--- src/rtl/timer_irq_sequencer_pkg.sv ---
// ============================================================================
// Module : timer_irq_sequencer_pkg
// Brief  : Shared FSM state type and TIFR bit indices for the timer IRQ path.
// Rev    : 1.0 - initial release
// ============================================================================
`default_nettype none

package timer_irq_sequencer_pkg;

  localparam int PC_WIDTH_DEF = 14;

  typedef enum logic [1:0] {
    IDLE    = 2'd0,
    PUSH_LO = 2'd1,
    PUSH_HI = 2'd2,
    JUMP    = 2'd3
  } irq_state_t;

  localparam logic [2:0] TOV0  = 3'd0;
  localparam logic [2:0] OCF0  = 3'd1;
  localparam logic [2:0] TOV1  = 3'd2;
  localparam logic [2:0] OCF1B = 3'd3;
  localparam logic [2:0] OCF1A = 3'd4;
  localparam logic [2:0] ICF1  = 3'd5;
  localparam logic [2:0] TOV2  = 3'd6;
  localparam logic [2:0] OCF2  = 3'd7;

endpackage

`default_nettype wire

--- src/rtl/timer_irq_sequencer_prio_enc.sv ---
// ============================================================================
// Module : irq_priority_enc
// Brief  : Fixed-priority encoder (bit 7 highest) with vector address output.
// Rev    : 1.0 - initial release
// ============================================================================
`default_nettype none

module irq_priority_enc #(
  parameter int PC_WIDTH = 14,
  parameter int VEC_BASE = 6
) (
  input  logic [7:0]          pend,
  output logic                valid,
  output logic [2:0]          idx,
  output logic [PC_WIDTH-1:0] vec
);

  always_comb begin
    valid = |pend;
    idx   = 3'd0;
    // Ascending scan: the last (highest) set bit overrides lower ones.
    for (int i = 0; i < 8; i++) begin
      if (pend[i]) idx = 3'(i);
    end
  end

  // 2*(7-idx) == {~idx, 0}; vectors are two words apart.
  assign vec = PC_WIDTH'(VEC_BASE) + {{(PC_WIDTH-4){1'b0}}, ~idx, 1'b0};

endmodule

`default_nettype wire

--- src/rtl/timer_irq_sequencer.sv ---
// ============================================================================
// Module : timer_irq_sequencer
// Brief  : Timer interrupt arbitration and entry sequencing (push PC, jump).
//          Optional IRQ_STATS_EN adds a 16-bit serviced-interrupt counter.
// Rev    : 1.0 - initial release
// ============================================================================
`default_nettype none

module timer_irq_sequencer
  import timer_irq_sequencer_pkg::*;
#(
  parameter int PC_WIDTH = PC_WIDTH_DEF,
  parameter int VEC_BASE = 6
) (
  input  logic                sysClock,
  input  logic                rst_n,
  input  logic [7:0]          TIFR_in,
  input  logic [7:0]          TIMSK_in,
  input  logic                sreg_i,
  input  logic                instr_boundary,
  input  logic [PC_WIDTH-1:0] pc_current,
  input  logic                push_ack,
  output logic                push_req,
  output logic [7:0]          push_data,
  output logic                hold,
  output logic                pc_overwrite,
  output logic [PC_WIDTH-1:0] pc_new,
  output logic [7:0]          tifr_clear,
  output logic                clear_i,
  output logic                irq_active,
  output logic [2:0]          irq_id
`ifdef IRQ_STATS_EN
  ,
  output logic [15:0]         irq_count
`endif
);

  irq_state_t          r_state;
  logic [PC_WIDTH-1:0] r_pc;
  logic [PC_WIDTH-1:0] r_vec;
  logic [15:0]         w_pc_ext;

  logic                w_valid;
  logic [2:0]          w_idx;
  logic [PC_WIDTH-1:0] w_vec;

  irq_priority_enc #(
    .PC_WIDTH (PC_WIDTH),
    .VEC_BASE (VEC_BASE)
  ) u_prio_enc (
    .pend  (TIFR_in & TIMSK_in),
    .valid (w_valid),
    .idx   (w_idx),
    .vec   (w_vec)
  );

  assign w_pc_ext = 16'(r_pc);

  // Outputs are registered alongside the state so they decode the new state.
  always_ff @(posedge sysClock or negedge rst_n) begin
    if (!rst_n) begin
      r_state      <= IDLE;
      r_pc         <= '0;
      r_vec        <= '0;
      push_req     <= 1'b0;
      push_data    <= 8'h00;
      hold         <= 1'b0;
      pc_overwrite <= 1'b0;
      pc_new       <= '0;
      tifr_clear   <= 8'h00;
      clear_i      <= 1'b0;
      irq_active   <= 1'b0;
      irq_id       <= 3'd0;
    end else begin
      case (r_state)
        IDLE: begin
          if (instr_boundary && sreg_i && w_valid) begin
            r_state    <= PUSH_LO;
            r_pc       <= pc_current;
            r_vec      <= w_vec;
            irq_id     <= w_idx;
            push_req   <= 1'b1;
            push_data  <= pc_current[7:0];
            hold       <= 1'b1;
            irq_active <= 1'b1;
            clear_i    <= 1'b1;
          end
        end
        PUSH_LO: begin
          clear_i <= 1'b0;
          if (push_ack) begin
            r_state   <= PUSH_HI;
            push_data <= w_pc_ext[15:8];
          end
        end
        PUSH_HI: begin
          if (push_ack) begin
            r_state      <= JUMP;
            push_req     <= 1'b0;
            push_data    <= 8'h00;
            pc_overwrite <= 1'b1;
            pc_new       <= r_vec;
            tifr_clear   <= 8'b1 << irq_id;
          end
        end
        JUMP: begin
          r_state      <= IDLE;
          pc_overwrite <= 1'b0;
          tifr_clear   <= 8'h00;
          hold         <= 1'b0;
          irq_active   <= 1'b0;
        end
        default: r_state <= IDLE;
      endcase
    end
  end

`ifdef IRQ_STATS_EN
  always_ff @(posedge sysClock or negedge rst_n) begin
    if (!rst_n) begin
      irq_count <= 16'h0000;
    end else if (r_state == JUMP) begin
      irq_count <= irq_count + 16'h0001;
    end
  end
`endif

endmodule

`default_nettype wire
--- config.mk ---
export PLATFORM = sky130hd
export DESIGN_NAME = timer_irq_sequencer
export DESIGN_NICKNAME = d
export VERILOG_FILES = /design/src/rtl/timer_irq_sequencer_pkg.sv /design/src/rtl/timer_irq_sequencer_prio_enc.sv /design/src/rtl/timer_irq_sequencer.sv
export SDC_FILE = /design/constraint.sdc
export NUM_CORES = 1
export LEC_CHECK = 0
export BUFFER_PORTS_ARGS = -buffer_cell sky130_fd_sc_hd__buf_2
export CAP_MARGIN = 5
export CORE_ASPECT_RATIO = 1.1
export CORE_UTILIZATION = 49
export DETAILED_ROUTE_END_ITERATION = 8
export PLACE_DENSITY = 0.79
export SLEW_MARGIN = 20
export SYNTH_ARGS = -nofsm -noshare
export SYNTH_HDL_FRONTEND = slang
export SYNTH_SLANG_ARGS = --single-unit
--- constraint.sdc ---
create_clock -name sysClock -period 2.6 [get_ports sysClock]
set_clock_uncertainty 0.2 [all_clocks]
set_input_delay 0.13 -clock sysClock [delete_from_list [all_inputs] [get_ports sysClock]]
set_output_delay 0.13 -clock sysClock [all_outputs]
set_load 0.03 [all_outputs]
==> flow_metrics.tcl, run 1 <==
set metrics [dict create \
    status "completed" \
    multi_input_area_um2 902 \
    coreArea_um2 3770 \
    final_area_um2 2470 \
    leakage_uw 0.00130 \
    relSlewSlack_pct 46.9 \
    synth_top_area_cell "dfrtp_1" \
    ys_seq_area_share_pct 48.0 \
    crit_family "simple AND/OR/NAND/NOR gates" \
    cts_root_buf "clkbuf_8" \
    drc 0 \
    cp_max_fo 8 \
    wirelength_um 3690 \
    hold_violations 0 \
    grt_max_degree 39 \
    peakVddDrop_v 0.000442 \
    path_class "reg2reg" \
    ys.flop_type "dfrtp_1" \
    dp_slack_ns 0.586 \
    min_path_type "in2reg" \
    syn2layout_area_growth_pct 24.7 \
    grt_pass1_wl_um 6030 \
    slowest_stage "nor3b_1" \
    die_h_um 68.7 \
    ant_nets 0 \
    drt_pass1_iterations 4 \
    required_ns 2.62 \
    dieArea_um2 4300 \
    power.density_nw_per_um2 1270 \
    slowest_delay_ns 0.48 \
    die_x_um 62.6 \
    nets 276 \
    hpwl_um 2840 \
    drv_slew 0 \
    grt_usage_pct 18.8 \
    drtIter0Drc 31 \
    arrival_ns 2.05 \
    htreeDepth 2 \
    routed_via_density 5.08 \
    synth_edf_count 0 \
    postCtsHoldBufs 8 \
    yosysMostFrequentCell "dfrtp_1" \
    start_kind "flip-flop" \
    antenna_cells 0 \
    synthTopCellsByArea "dfrtp_1, mux2_4, buf_4" \
    worstSkewPairLatency_ns 0.29 \
    avgRoutedWirePerCell_um 12.9 \
    portBuffers 62 \
    grt_overflow 0 \
    synthTopCellsByCount "dfrtp_1, mux2_4, nand2_1" \
    clock-sinks 38 \
    critPathBufInv 1 \
    tns_ns 0 \
    rsz0062_at_grt "no" \
    cp-end-kind "flip-flop" \
    worstPathCellList "inv_1 -> ha_1 -> nand2_1 -> nor3b_1 -> a32o_1" \
    nFillCells 322 \
    initial_utilization_pct 52.6 \
    syn_area_um2 1980 \
    ctsResizeCount 0 \
    report.final.setup_viol 0 \
    maxCapViolCount 0 \
    post-route-period-util_pct 78.1 \
    ys_seq_elements 38 \
    antenna_found_initial 0 \
    num_rows 23 \
    path_clk_slew_ns 0.07 \
    max_freq_mhz 492 \
    gp_congestion 0.769 \
    cts_made_buffers 5 \
    final-seq-area_um2 951 \
    cts_tree "yes" \
    syn_inst 164 \
    fin_ws_ns 0.569 \
    synth_cell_types 33 \
    placed_area_um2 2280 \
    async_flop_share_pct 100 \
    dr_total_vias 1449 \
    clockBufferDepth 2 \
    post_cts_buffers 0 \
    num_io_pins 73 \
    tightest_slew_ns 0.797 \
    drive_gt1_share_pct 42.1 \
    yosys.area.top_type_share_pct 48.0 \
    layout_min_cycle_time_ns 2.03 \
    grt_pass1_vias 1358 \
    synth_warnings 0 \
    synth_area_per_cell_um2 12.1 \
]
[per-stage QoR]
| step | util, % | instances | hold WS [ns] | total power (µW) |
|---|---|---|---|---|
| 3_3_place_gp | 60.4 | 270 | 0.0647 | 2610 |
| 4_1_cts | 65.5 | 285 | 0.00520 | 3160 |
| 3_5_place_dp | 60.4 | 270 | 0.0666 | 2650 |
| 5_1_grt | 65.5 | 285 | 0.0397 | 3330 |
| 2_1_floorplan | - | 173 | -0.366 | 2280 |
| 6_report | 65.5 | 285 | 0.0176 | 3130 |
[final timing paths]
path	depth (start not counted)	slack [ns]	start	endpoint
setup / recovery	5	0.57	r_state[0]$_DFFE_PN0P_	tifr_clear[7]$_DFFE_PN0P_
hold / removal	3	0.02	pc_current[7]	push_data[7]$_DFFE_PN0P_
setup reg to reg	5	0.57	r_state[0]$_DFFE_PN0P_	tifr_clear[7]$_DFFE_PN0P_
hold reg to reg	1	0.29	tifr_clear[3]$_DFFE_PN0P_	tifr_clear[3]$_DFFE_PN0P_
max in group asynchronous	2	1.43	rst_n	pc_overwrite$_DFFE_PN0P_
min in group asynchronous	2	0.26	rst_n	push_data[7]$_DFFE_PN0P_
[cells by family (layout without fill, tap and decap cells)]
group	Yosys count	in the layout	share of synthesized area [%]
compound gates	40	40	17.1
xor+xnor	1	1	0.442
fa+ha+maj	6	6	3.79
buf+inv	29	91	8.21
flops	38	38	48.0
mux	24	24	16.7
other cells	1	10	0.189
simple gates	25	25	5.56
[worst reg2reg max path: cells and delay by family (launching register included)]
kind	cells	cell delay (ns)
AO/OA/AOI/OAI	1	0.24
flip-flops	1	0.41
adder cells (fa/ha/maj)	1	0.30
buffers and inverters	1	0.12
AND/OR/NAND/NOR	2	0.71
[power breakdown]
group / internal [µW] / switching [µW] / leakage (µW)
Sequential: 866 / 190 / 0.000474
Combinational: 670 / 910 / 0.000773
Clock: 307 / 187 / 0.0000573
Total: 1840 / 1290 / 0.00130
[routing by layer]
| layer | up-vias | global-route usage (%) | part of all wire, % |
|---|---|---|---|
| li1 | 698 | - | - |
| met1 | 687 | 20.7 | 42 |
| met2 | 56 | 33.4 | 50 |
| met3 | 8 | 5.26 | 6.0 |
| met4 | 0 | 10.2 | 2.1 |
| met5 | - | 0 | 0 |
[cell usage in the layout (no fill, tap or decap)]
cell / Yosys / layout
o2bb2ai_1: 3 / 3
mux2i_1: 2 / 2
a21oi_1: 6 / 6
nand2_2: 1 / 1
bufinv_16: 0 / 1
buf_2: 1 / 62
a32oi_1: 2 / 2
a22oi_2: 3 / 3
dfrtp_1: 38 / 38
a211oi_1: 1 / 1
nand2_1: 15 / 15
nand3_1: 1 / 1
o21ba_2: 1 / 1
and2_1: 1 / 1
clkbuf_8: 0 / 6
xor2_1: 1 / 1
nor3b_1: 1 / 1
o21bai_1: 1 / 1
o21ai_4: 1 / 1
a41oi_4: 1 / 1
a32o_1: 6 / 6
mux2_4: 17 / 17
nor2b_1: 2 / 2
ha_1: 6 / 6
dlygate4sd3_1: 0 / 8
a22oi_4: 1 / 1
a22o_1: 2 / 2
nor2_1: 3 / 3
o21ai_0: 12 / 12
inv_1: 14 / 14
mux2_2: 5 / 5
nor3_1: 1 / 1
conb_1: 1 / 10
[state kept, by name, summed over array words and instances (netlist names)]
name,cells
push_data,8
tifr_clear,8
r_pc,6
pc_new,4
irq_id,3
r_vec,3
r_state,2
clear_i,1
irq_active,1
pc_overwrite,1
push_req,1
[final cells by class]
class | count | area share [%]
clock inverters | 1 | 1.22
flip-flops and latches | 38 | 38.5
repair buffers | 70 | 15.8
clock buffers | 6 | 3.34
inverters | 14 | 2.13
multi-input cells | 106 | 36.5
well taps | 50 | 2.53
(Power assumes the default switching activity.)
==> run 2, diff against run 1 <==
- CORE_UTILIZATION: 49 -> 44
- PLACE_DENSITY: 0.79 -> 0.75
- clock period: 2.6 -> 1.8 ns (I/O delays scaled with it)
==> run 2 against run 1 <==
  * Count of clock-buffer cells in the layout did not move
  * Worst hold slack got worse by 0.0091 ns
  * Clock power rose by 21%
  * Final area rose by 8.6%
  * Largest power group unchanged
  * Highest routed layer unchanged
==> flow_metrics.tcl, run 2 (synthesis results as in run 1) <==
set metrics [dict create \
    antenna_found_initial 0 \
    slowest_delay_ns 0.41 \
    required_ns 1.77 \
    path_clk_slew_ns 0.07 \
    worstSkewPairLatency_ns 0.28 \
    fin_hold_ws_ns 0.00852 \
    arrival_ns 1.75 \
    die_h_um 72.4 \
    maxCapViolCount 0 \
    slowest_stage "dfrtp_2" \
    layout_common_cells "buf_2, dfrtp_1, mux2_4" \
    die_x_um 66.0 \
    dieArea_um2 4780 \
    grt_max_degree 39 \
    power.density_nw_per_um2 1790 \
    placedCellCount 289 \
    wl_met3_um 211 \
    gp_congestion 0.855 \
    worstHoldStart "pc_current[2]" \
    path_class "reg2reg" \
    fin_ws_ns 0.0140 \
    leakage_uw 0.00140 \
    drive_gt1_share_pct 50.6 \
    dp_slack_ns -0.0752 \
    min_path_type "in2reg" \
    rsz0062_at_grt "yes" \
    cp-end-kind "flip-flop" \
    top_layer "met4" \
    report.final.setup_viol 0 \
    avgRoutedWirePerCell_um 12.6 \
    nets 293 \
    reg_top3 "push_data: 8 flops, tifr_clear: 8 flops, r_pc: 6 flops" \
    start_kind "flip-flop" \
    layoutNonFillerInstCount 307 \
    coreArea_um2 4320 \
    met1_length_um 1710 \
    power_uw 4810 \
    grt_overflow 0 \
    layout_min_cycle_time_ns 1.79 \
    startpoint "r_state[1]$_DFFE_PN0P_" \
    grt_pass1_wl_um 6100 \
    cts_root_buf "clkbuf_8" \
    initial_utilization_pct 45.9 \
    clock-sinks 38 \
    portBuffers 62 \
    mostFrequentLayoutCell "buf_2" \
    hold_violations 0 \
    grt_pass1_vias 1358 \
    cp_max_fo 8 \
    drc 0 \
    hpwl_um 2920 \
    ant_nets 0 \
    peakVddDrop_v 0.000599 \
    num_io_pins 73 \
    dr_total_vias 1511 \
    r2r_start "r_state[1]$_DFFE_PN0P_" \
    routed_via_density 4.92 \
    cts_tree "yes" \
    drv_slew 0 \
    wirelength_um 3880 \
    antenna_cells 0 \
    grt_usage_pct 16.6 \
    crit_family "flip-flops" \
    met2WireLength_um 1940 \
    post-route-period-util_pct 99.2 \
    htreeDepth 2 \
    drtIter0Drc 39 \
    worstPathCellList "inv_2 -> ha_2 -> o21ba_4 -> nor2_4 -> o21ai_4 -> buf_12 -> mux2_4" \
    clockBufferDepth 2 \
    cts_made_buffers 5 \
    critPathBufInv 2 \
    status "completed" \
    max_freq_mhz 560 \
    drt_pass1_iterations 6 \
    num_rows 25 \
    syn2layout_area_growth_pct 35.4 \
]
-- run 2: stage by stage --
step	area (µm²)	setup TNS, ns	utilization (%)
6_report	2680	0	62.2
5_1_grt	2680	-0.175	62.2
4_1_cts	2660	-0.149	61.7
3_5_place_dp	2460	-0.588	57.0
3_3_place_gp	2460	-0.103	57.0
2_1_floorplan	2060	0	-
-- run 2: routing by layer --
layer / up-vias / track usage [%]
met5: - / 0
met4: 0 / 4.26
met3: 2 / 3.77
met2: 57 / 28.5
met1: 716 / 21.1
li1: 736 / -
-- run 2: worst paths after layout --
check | endpoint | slack (ns) | depth (start not counted)
setup / recovery | push_data[6]$_DFFE_PN0P_ | 0.01 | 7
hold / removal | push_data[2]$_DFFE_PN0P_ | 0.009 | 4
setup reg to reg | push_data[6]$_DFFE_PN0P_ | 0.01 | 7
hold reg to reg | tifr_clear[7]$_DFFE_PN0P_ | 0.29 | 1
max in group asynchronous | r_state[1]$_DFFE_PN0P_ | 0.86 | 3
min in group asynchronous | push_data[7]$_DFFE_PN0P_ | 0.18 | 3
-- run 2: tightest hold or removal path, cell delays in order --
cell,delay [ns]
buf_2,0.07
inv_1,0.03
o21ai_0,0.13
mux2_4,0.14
-- run 2: cell type report --
class	count	area, µm²
clock buffers	6	82.6
well taps	54	67.6
multi-input cells	106	968
inverters	14	52.6
fillers	339	1630
repair buffers	87	548
clock inverters	2	12.5
flip-flops and latches	38	952
-- run 2: timing repair --
item,in CTS,in global routing
setup buffers,1,1
pin swaps,2,1
resized for setup,1,8
endpoints found under the hold margin,48,0
endpoints found under the setup margin,18,28
hold buffers,10,0
-- run 2: report_power, final --
part	switching (µW)	internal (µW)	leakage, µW	total, µW
clock	289	308	0.0000472	597
sequential	275	1250	0.000473	1530
combinational	1440	1250	0.000875	2690
